===== src/rtl/mips_pkg.sv =====
// Shared pipeline definitions for the MIPS datapath slice.
// Holds the control-bundle widths, the bit positions inside each bundle,
// the ALU opcode encodings and a helper that decides whether an
// instruction reads its rt register.
package mips_pkg;

  localparam int unsigned WB_W = 2;
  localparam int unsigned M_W  = 2;
  localparam int unsigned EX_W = 6;

  localparam int unsigned WB_REGWRITE    = 1;
  localparam int unsigned WB_MEMTOREG    = 0;
  localparam int unsigned M_MEMREAD      = 1;
  localparam int unsigned M_MEMWRITE     = 0;
  localparam int unsigned EX_REGDST      = 5;
  localparam int unsigned EX_ALUSRC      = 4;
  localparam int unsigned EX_ALUCTRL_MSB = 3;
  localparam int unsigned EX_ALUCTRL_LSB = 0;

  typedef enum logic [3:0] {
    AluAnd = 4'b0000,
    AluOr  = 4'b0001,
    AluAdd = 4'b0010,
    AluSrl = 4'b0011,
    AluSub = 4'b0110,
    AluSlt = 4'b0111,
    AluXor = 4'b1001,
    AluSll = 4'b1010,
    AluSra = 4'b1011,
    AluNor = 4'b1100
  } alu_op_e;

  // R-type (RegDst), stores and branches all consume rt as a source operand.
  function automatic logic rt_used(input logic regdst, input logic mem_write,
                                   input logic beq, input logic bne);
    return regdst | mem_write | beq | bne;
  endfunction

endpackage


===== src/rtl/hazard_detect.sv =====
// Load-use hazard comparator for the ID/EX boundary.
// Inputs : ID instruction fields (valid, rs, rt, rt-use decode bits),
//          EX occupant (valid, MemRead, rt), mem_stall_i, flush_i.
// Outputs: lu_o (raw load-use hazard), pc_write_o, ifid_write_o
//          (0 = hold PC / IF/ID). Purely combinational.
module hazard_detect
  import mips_pkg::*;
#(
  parameter int unsigned REG_AW = 5
) (
  input  logic              id_valid_i,
  input  logic [REG_AW-1:0] id_rs_i,
  input  logic [REG_AW-1:0] id_rt_i,
  input  logic              id_regdst_i,
  input  logic              id_mem_write_i,
  input  logic              id_beq_i,
  input  logic              id_bne_i,
  input  logic              ex_valid_i,
  input  logic              ex_mem_read_i,
  input  logic [REG_AW-1:0] ex_rt_i,
  input  logic              mem_stall_i,
  input  logic              flush_i,
  output logic              lu_o,
  output logic              pc_write_o,
  output logic              ifid_write_o
);

  logic load_in_ex;
  logic rs_hit;
  logic rt_hit;

  always_comb begin
    // $0 is never a real dependency, so a load targeting it cannot hazard.
    load_in_ex = ex_valid_i & ex_mem_read_i & (ex_rt_i != '0);
    rs_hit     = (ex_rt_i == id_rs_i);
    rt_hit     = (ex_rt_i == id_rt_i) &
                 rt_used(id_regdst_i, id_mem_write_i, id_beq_i, id_bne_i);
    lu_o       = id_valid_i & load_in_ex & (rs_hit | rt_hit);
    // A flush squashes ID upstream, so the hazard no longer needs a stall.
    pc_write_o   = ~mem_stall_i & (flush_i | ~lu_o);
    ifid_write_o = pc_write_o;
  end

endmodule


===== src/rtl/id_ex_stage.sv =====
// ID/EX pipeline register with load-use bubble insertion.
// Ports: clk/rst (sync, active-high); id_* decoded ID instruction;
//        mem_stall (freeze), flush (squash); ex_* registered copies for EX;
//        pc_write / ifid_write (0 = hold) computed combinationally.
// Build option ID_EX_PERF_EN adds perf_stall_cnt and perf_bubble_cnt.
// Update priority per edge: rst > mem_stall > flush > load-use > load.
module id_ex_stage
  import mips_pkg::*;
#(
  parameter int unsigned DATA_W = 32,
  parameter int unsigned REG_AW = 5
) (
  input  logic              clk,
  input  logic              rst,
  input  logic              id_valid,
  input  logic [WB_W-1:0]   id_wb,
  input  logic [M_W-1:0]    id_m,
  input  logic [EX_W-1:0]   id_ex,
  input  logic              id_beq,
  input  logic              id_bne,
  input  logic              id_shift,
  input  logic [DATA_W-1:0] id_rs_data,
  input  logic [DATA_W-1:0] id_rt_data,
  input  logic [DATA_W-1:0] id_imm,
  input  logic [DATA_W-1:0] id_pc4,
  input  logic [REG_AW-1:0] id_rs,
  input  logic [REG_AW-1:0] id_rt,
  input  logic [REG_AW-1:0] id_rd,
  input  logic [REG_AW-1:0] id_shamt,
  input  logic              mem_stall,
  input  logic              flush,
  output logic              ex_valid,
  output logic [WB_W-1:0]   ex_wb,
  output logic [M_W-1:0]    ex_m,
  output logic [EX_W-1:0]   ex_ex,
  output logic              ex_shift,
  output logic [DATA_W-1:0] ex_rs_data,
  output logic [DATA_W-1:0] ex_rt_data,
  output logic [DATA_W-1:0] ex_imm,
  output logic [DATA_W-1:0] ex_pc4,
  output logic [REG_AW-1:0] ex_rs,
  output logic [REG_AW-1:0] ex_rt,
  output logic [REG_AW-1:0] ex_rd,
  output logic [REG_AW-1:0] ex_shamt,
  output logic              pc_write,
  output logic              ifid_write
`ifdef ID_EX_PERF_EN
  ,
  output logic [31:0]       perf_stall_cnt,
  output logic [31:0]       perf_bubble_cnt
`endif
);

  logic lu;

  logic              valid_q, valid_d;
  logic [WB_W-1:0]   wb_q, wb_d;
  logic [M_W-1:0]    m_q, m_d;
  logic [EX_W-1:0]   ex_q, ex_d;
  logic              shift_q, shift_d;
  logic [DATA_W-1:0] rs_data_q, rs_data_d;
  logic [DATA_W-1:0] rt_data_q, rt_data_d;
  logic [DATA_W-1:0] imm_q, imm_d;
  logic [DATA_W-1:0] pc4_q, pc4_d;
  logic [REG_AW-1:0] rs_q, rs_d;
  logic [REG_AW-1:0] rt_q, rt_d;
  logic [REG_AW-1:0] rd_q, rd_d;
  logic [REG_AW-1:0] shamt_q, shamt_d;

  hazard_detect #(
    .REG_AW(REG_AW)
  ) u_hazard_detect (
    .id_valid_i     (id_valid),
    .id_rs_i        (id_rs),
    .id_rt_i        (id_rt),
    .id_regdst_i    (id_ex[EX_REGDST]),
    .id_mem_write_i (id_m[M_MEMWRITE]),
    .id_beq_i       (id_beq),
    .id_bne_i       (id_bne),
    .ex_valid_i     (valid_q),
    .ex_mem_read_i  (m_q[M_MEMREAD]),
    .ex_rt_i        (rt_q),
    .mem_stall_i    (mem_stall),
    .flush_i        (flush),
    .lu_o           (lu),
    .pc_write_o     (pc_write),
    .ifid_write_o   (ifid_write)
  );

  always_comb begin
    valid_d   = valid_q;
    wb_d      = wb_q;
    m_d       = m_q;
    ex_d      = ex_q;
    shift_d   = shift_q;
    rs_data_d = rs_data_q;
    rt_data_d = rt_data_q;
    imm_d     = imm_q;
    pc4_d     = pc4_q;
    rs_d      = rs_q;
    rt_d      = rt_q;
    rd_d      = rd_q;
    shamt_d   = shamt_q;
    if (mem_stall) begin
      // Freeze: everything holds; a pending flush is re-presented later.
    end else if (flush || lu) begin
      // Bubble: clearing m also drops MemRead, so lu cannot repeat.
      valid_d   = 1'b0;
      wb_d      = '0;
      m_d       = '0;
      ex_d      = '0;
      shift_d   = 1'b0;
      rs_data_d = '0;
      rt_data_d = '0;
      imm_d     = '0;
      pc4_d     = '0;
      rs_d      = '0;
      rt_d      = '0;
      rd_d      = '0;
      shamt_d   = '0;
    end else begin
      valid_d   = id_valid;
      // An invalid ID slot must never write the register file or memory.
      wb_d      = id_valid ? id_wb : '0;
      m_d       = id_valid ? id_m : '0;
      ex_d      = id_ex;
      shift_d   = id_shift;
      rs_data_d = id_rs_data;
      rt_data_d = id_rt_data;
      imm_d     = id_imm;
      pc4_d     = id_pc4;
      rs_d      = id_rs;
      rt_d      = id_rt;
      rd_d      = id_rd;
      shamt_d   = id_shamt;
    end
  end

  always_ff @(posedge clk) begin
    if (rst) begin
      valid_q   <= 1'b0;
      wb_q      <= '0;
      m_q       <= '0;
      ex_q      <= '0;
      shift_q   <= 1'b0;
      rs_data_q <= '0;
      rt_data_q <= '0;
      imm_q     <= '0;
      pc4_q     <= '0;
      rs_q      <= '0;
      rt_q      <= '0;
      rd_q      <= '0;
      shamt_q   <= '0;
    end else begin
      valid_q   <= valid_d;
      wb_q      <= wb_d;
      m_q       <= m_d;
      ex_q      <= ex_d;
      shift_q   <= shift_d;
      rs_data_q <= rs_data_d;
      rt_data_q <= rt_data_d;
      imm_q     <= imm_d;
      pc4_q     <= pc4_d;
      rs_q      <= rs_d;
      rt_q      <= rt_d;
      rd_q      <= rd_d;
      shamt_q   <= shamt_d;
    end
  end

  assign ex_valid   = valid_q;
  assign ex_wb      = wb_q;
  assign ex_m       = m_q;
  assign ex_ex      = ex_q;
  assign ex_shift   = shift_q;
  assign ex_rs_data = rs_data_q;
  assign ex_rt_data = rt_data_q;
  assign ex_imm     = imm_q;
  assign ex_pc4     = pc4_q;
  assign ex_rs      = rs_q;
  assign ex_rt      = rt_q;
  assign ex_rd      = rd_q;
  assign ex_shamt   = shamt_q;

`ifdef ID_EX_PERF_EN
  logic [31:0] stall_cnt_q, stall_cnt_d;
  logic [31:0] bubble_cnt_q, bubble_cnt_d;

  always_comb begin
    stall_cnt_d  = stall_cnt_q;
    bubble_cnt_d = bubble_cnt_q;
    if (mem_stall) begin
      stall_cnt_d = stall_cnt_q + 32'd1;
    end else if (flush || lu) begin
      bubble_cnt_d = bubble_cnt_q + 32'd1;
    end
  end

  always_ff @(posedge clk) begin
    if (rst) begin
      stall_cnt_q  <= '0;
      bubble_cnt_q <= '0;
    end else begin
      stall_cnt_q  <= stall_cnt_d;
      bubble_cnt_q <= bubble_cnt_d;
    end
  end

  assign perf_stall_cnt  = stall_cnt_q;
  assign perf_bubble_cnt = bubble_cnt_q;
`else
  // Performance counters are not built in this configuration.
`endif

endmodule


===== config.mk =====
export PLATFORM = sky130hd
export DESIGN_NAME = id_ex_stage
export DESIGN_NICKNAME = d
export VERILOG_FILES = /design/src/rtl/mips_pkg.sv /design/src/rtl/hazard_detect.sv /design/src/rtl/id_ex_stage.sv
export SDC_FILE = /design/constraint.sdc
export NUM_CORES = 1
export LEC_CHECK = 0
export CORE_MARGIN = 1
export CORE_UTILIZATION = 44
export DETAILED_ROUTE_END_ITERATION = 6
export PLACE_DENSITY = 0.79
export SLEW_MARGIN = 20
export SYNTH_ARGS = -nofsm -noshare
export SYNTH_HDL_FRONTEND = slang
export SYNTH_SLANG_ARGS = --single-unit

===== constraint.sdc =====
create_clock -name clk -period 2.7 [get_ports clk]
set_input_delay 0.54 -clock clk [delete_from_list [all_inputs] [get_ports clk]]
set_output_delay 0.54 -clock clk [all_outputs]
set_load 0.05 [all_outputs]

# --- Yosys cells after proc, flatten, opt, wreduce, memory -nomap -nowiden ---
# Cells that the tools add are included.
# W data, S select, Z words.
word_totals:
  reg_bits: 160
  input_bits: 166
  output_inout_bits: 162
  word_cells: 45
op_classes:
  n_eq_ne: 2
  mux: 15
  bitwise_logic: 13
  n_reduce_logical: 2
ops:
  columns: ["operator", "count"]
  rows:
  - ["$mux W32", 4]
  - ["$mux W5", 4]
  - ["$eq A5 B5 Y1", 2]
  - ["$mux W2", 4]
  - ["$and A1 B1 Y1", 6]
  - ["$mux W6", 1]
  - ["$or A1 B1 Y1", 5]
  - ["$reduce_bool A5 Y1", 1]
  - ["$mux W1", 2]
  - ["$not A1 Y1", 2]
  - ["$logic_or A1 B1 Y1", 1]

# --- Logic depth before layout (Yosys ltp) ---
depth:
  word_depth: 9
  depth_mapped: 7
  mapped_depth_nobuf: 4

# --- Cells and area by module ---
# From an unflattened synthesis, not the netlist that was laid out.
hier_totals:
  cells_unflattened: 387
  hier_area_um2: 5283.8
by_module_without_submodules:
  columns: ["mod", "n_inst", "cells_each", "area_per_inst_um2", "seq_area_each_um2"]
  rows:
  - ["id_ex_stage", 1, 364, 5113.7, 3203.1]
  - ["hazard_detect", 1, 23, 170.2, 0.0]

# --- Worst setup path after synthesis ---
# OpenSTA, ideal clock, no wires.
synth_path:
  path_kind: "register -> output"
  start: "register rt_q[0], in the netlist ex_rt[0]"
  end: "output port pc_write"
  arrival_ns: 2.744
  required_time_ns: 2.160
  slack_ns: -0.584
  path_stages_with_launch: 7
  n_path_buf: 2
  cell_sequence: "dfxtp_1 -> or4_1 -> o21ai_2 -> buf_2 -> nor2_1 -> a21oi_1 -> buf_4"
synth_via:
  elab_chain_cells: 7
  word_cells_on_any_way: 11
  cone_classes: "2 x eq/ne; 8 x bitwise; 1 x reduce/logical"
synth_rtl:
  columns: ["item", "line", "text"]
  rows:
  - ["start: declaration", "id_ex_stage.sv:66", "logic [REG_AW-1:0] rt_q, rt_d;"]
  - ["start signal: assignment", "id_ex_stage.sv:165", "rt_q <= rt_d;"]
  - ["$eq A5 B5 Y1 / $reduce_bool A5 Y1 (equally long branches)", "hazard_detect.sv:36, hazard_detect.sv:34", null]
  - ["$and A1 B1 Y1 (on tied branches)", "hazard_detect.sv:36, hazard_detect.sv:34", null]
  - ["$or A1 B1 Y1 / $and A1 B1 Y1 (equally long branches)", "hazard_detect.sv:38", "lu_o = id_valid_i & load_in_ex & (rs_hit | rt_hit);"]
  - ["$and A1 B1 Y1 (*)", "hazard_detect.sv:38", null]
  - ["$not A1 Y1 (*)", "hazard_detect.sv:40", "pc_write_o = ~mem_stall_i & (flush_i | ~lu_o);"]
  - ["$or A1 B1 Y1 (*)", "hazard_detect.sv:40", null]
  - ["$and A1 B1 Y1 (*)", "hazard_detect.sv:40", null]
  - ["end: declaration", "id_ex_stage.sv:45", "output logic pc_write,"]
# Mark *: on every way between the ends. The rest lies on a longest branch, timed or not.

# --- Worst setup path after layout ---
layout_path:
  start: "input port id_ex[5]"
  end: "output port ifid_write"
layout_via:
  elab_chain_cells: 9
layout_rtl:
  columns: ["item", "line", "text"]
  rows:
  - ["start: declaration", "id_ex_stage.sv:18", "input logic [EX_W-1:0] id_ex,"]
  - ["$or A1 B1 Y1 (3 in a row)", "mips_pkg.sv:36", "return regdst | mem_write | beq | bne;"]
  - ["$and A1 B1 Y1", "hazard_detect.sv:36", "rt_hit = (ex_rt_i == id_rt_i) &"]
  - ["$or A1 B1 Y1", "hazard_detect.sv:38", null]
  - ["$and A1 B1 Y1", "hazard_detect.sv:38", null]
  - ["$not A1 Y1", "hazard_detect.sv:40", null]
  - ["$or A1 B1 Y1", "hazard_detect.sv:40", null]
  - ["$and A1 B1 Y1", "hazard_detect.sv:40", null]
  - ["end: declaration", "id_ex_stage.sv:46", "output logic ifid_write"]
# No other way between the ends.

==> results summary <==
The flow ran to the end, and the final reports show no timing, DRC or antenna violations. The number of maximum-capacitance violations is 0. For the worst setup path, the data arrival time is 2.06 ns. The synthesized flop and latch total is 160. The setup TNS is 0 ns.

The average cell area after synthesis came out at 8.783 um^2. The flop-to-flop setup slack is 0.43 ns. The total number of cells along the worst setup path is 6. The critical path data required time came out at 2.16 ns. The analysis attributes to cell leakage a power of 3.914 nW. The number of hold buffers added after CTS is 0. Summed over all layers, the global routing overflow is 0. The critical path startpoint is id_ex[5]. Setup repair after global routing left no endpoint under its margin. The startpoint identified for the worst hold timing path is ex_rs_data[14]. The HPWL after detailed placement is 16.07 mm.

The worst register-to-register path begins at ex_rt[0]. Counting the fill cells in the layout gives 1589. The total nets after synthesis came out at 1119. TritonCTS built the clock tree. The maximum operating frequency came out at 383.9 MHz.

The number of gates resized after CTS was 0. In the synthesized netlist the async set-or-reset flop fraction comes to 0. The die width is 139.9 um. The post-layout instance area is 12290 um^2.

From synthesis to final layout, the design area changed by 46.80%. The maximum number of pins on one net before global-route repair is 161. The starting DRC count in detailed routing came out at 674. The final-report hold violation count came out at 0.

The number of cells on the worst reg-to-reg path is 5. Dividing the final minimum period by the clock period gives 0.9647. The area of the die is 19580 um^2. The length of the first detailed-routing pass in iterations came out at 5. The signal on the critical path passes through clkdlybuf4s50_1 -> o41ai_1 -> buf_4 -> o22ai_4 -> a21oi_4 -> buf_12. The share of layout cells above drive strength 1 came out at 0.05320. The initial utilization of the core area, before any placement, comes to 0.4475. The global placer's final weighted congestion came out at 0.7829.

The number of H-tree branching levels is 4. The total placed instance area came out at 11690 um^2. The slowest stage of the critical path is the clkdlybuf4s50_1 cell. After detailed routing, the number of remaining DRC violations is 0. The worst supply voltage drop on vdd came out at 406.1 uV. The final count of negative-setup-slack endpoints came out at 0. For this run, the register share of the synthesized area comes to 0.3827. The post-CTS repair timing setup buffer count came out at 0.

After detailed routing, the average wire length per cell comes to 18.41 um. The count of synthesis-stage warnings from yosys is 0. The largest single stage delay on the critical path is 0.45 ns.

Measured against its own limit, the worst slew margin works out to 0.4059. The number of standard-cell rows in the floorplan came out at 50. The capture point of the critical path is ifid_write. Measured along the y axis, the die boundary spans 139.9 um.

The time the worst path needs with I/O delays and setup is 2.605 ns. The total number of vias is 8404. The worst setup path is captured at an output pin.

The slew at the pin with the worst max-slew slack is 0.8911 ns. The tightest min-delay check is of the register to register type. The cell family contributing the most delay on the critical path is buffers and inverters. The all-layer global routing usage came out at 0.2628.

After technology mapping, the gate count stands at 953. In this run the remaining antenna-violating nets after routing total 0. Along the worst path, the maximum fanout reaches 3. The number of ports placed on the die boundary came out at 328. Among all flip-flop cells after synthesis, the most frequent one is dfxtp_1. The first global-routing pass estimated 42.10 mm of wire. The number of sinks driven by the clock tree is 160. The total of buffers placed on input and output ports is 327.

STA classifies the critical path startpoint as a primary input. The via count of the first global-routing pass came out at 7898. The worst-case clock buffer depth is 2.

The final-report max-slew violation count came out at 0. Clock-pin slew was measured on the worst setup and hold paths at 0.06 ns. The number of flops mapped to enable cells by yosys came out at 0. The initial antenna violation count came out at 0. The unique cell type count in the Yosys netlist came out at 26.

The placeable core area came out at 18710 um^2. After the last flow step, the layout net total stands at 1357. The clock latency reported for the late side of the worst-skew pair came out at 0.42 ns.

The power density of the placed cells came out at 573.1 nW/um^2. Clock tree synthesis selected as its root buffer the cell clkbuf_16. Leaving out fill and tap cells, the most frequent cells in the layout are clkdlybuf4s50_1 (324), a22oi_1 (159), dfxtp_1 (156).

The worst setup skew after layout came out at 0.01355 ns. The final layout contains routed wiring with a total length of 26.47 mm. The CTS buffer count came out at 17. The synthesized area is 8371 um^2.

The overall power of the completed layout is 7.043 mW. The library cell used most frequently in the layout, excluding fill and tap cells, is clkdlybuf4s50_1. The startpoint-to-endpoint class of the critical path is primary input to output pin. The number of buffers and inverters on the critical path is 3.

The endpoint identified for the worst register-to-register timing path is ex_rt_data[27]. The mean number of vias per cell came out at 5.844.
-- state kept, by name (all words and copies together) (netlist names) --
signal,cells
ex_m,2
ex_shamt,5
ex_rs,5
ex_rd,5
ex_shift,1
ex_rt_data,32
ex_valid,1
ex_ex,6
ex_rs_data,32
ex_pc4,32
ex_imm,32
ex_wb,2
ex_rt,5
-- how the worst min path moves through the flow --
stage / end / slack [ns] / cells past startpoint
after floorplan: ex_m[1] / 0.63 / 3
after global placement: ex_rs_data[0] / 0.47 / 2
after detailed placement: ex_rs_data[14] / 0.48 / 2
after CTS: ex_rs_data[14] / 0.49 / 2
after global routing: ex_rs_data[14] / 0.51 / 2
final: ex_rs_data[14] / 0.49 / 2
-- stage by stage --
| step | utilization | hold WS, ns | cells | setup WS (ns) |
|---|---|---|---|---|
| floorplan | - | 0.6291 | 953 | 0.01172 |
| global placement | 0.6247 | 0.4710 | 1406 | 0.09329 |
| detailed placement | 0.6247 | 0.4790 | 1406 | 0.1004 |
| CTS | 0.6568 | 0.4941 | 1437 | 0.07697 |
| global route | 0.6568 | 0.5097 | 1437 | 0.01721 |
| finish | 0.6569 | 0.4892 | 1438 | 0.09535 |
-- final cells by class --
cell class	instances	area [um^2]	share of cell area
diodes	1	2.502	0.0002036
clock buffers	19	442.9	0.03605
clock inverters	12	156.4	0.01273
multi-input cells	668	4651	0.3785
flip-flops and latches	160	3208	0.2611
well taps	234	292.8	0.02383
repair buffers	344	3535	0.2876
-- worst reg2reg max path: cells and delay by family, from the launching register on --
kind / cells / cell delay (ns)
DFF: 1 / 0.34
and+or+nand+nor: 1 / 0.62
AOI/OAI and AO/OA: 3 / 0.76
buffers and inverters: 1 / 0.48
-- where the power goes --
part / internal [mW] / switching [mW] / total, mW / leakage, nW
sequential: 2.54 / 0.103 / 2.65 / 1.32
combinational: 0.754 / 1.15 / 1.91 / 2.30
clock: 1.48 / 1.01 / 2.49 / 0.294
total: 4.78 / 2.26 / 7.04 / 3.91
-- cells in the mapped netlist (all sizes together), types with 2 or more instances --
cell    number  area [um^2]
mux2         4        45.04
nand3        6        30.03
dfxtp      160         3203
clkbuf     103        386.6
and3         5        31.28
nor3b      155         1164
o21ai      160        804.5
xnor2       10        87.58
nand2        2        7.510
a22oi      159         1194
nand3b     155         1164
nand2b       2        12.51
buf         22        173.9
nor2         2        7.510
-- routing by layer --
layer  vias up  part of all wire  global-route usage
met5         -                 0                   0
met4         0             0.033              0.1134
met3        49             0.065             0.06154
met2       275              0.47              0.4271
met1      4025              0.43              0.3328
li1       4055                 -                   -
-- cell families after synthesis --
kind of cell	count (synthesis)	share of synthesized area
AOI/OAI and AO/OA	323	0.2428
xor gates and xnor gates	10	0.01046
buffers and inverters	125	0.06697
DFF	160	0.3827
muxes	4	0.005381
and+or+nand+nor	331	0.2918
Power figures use the tool's default switching activity.
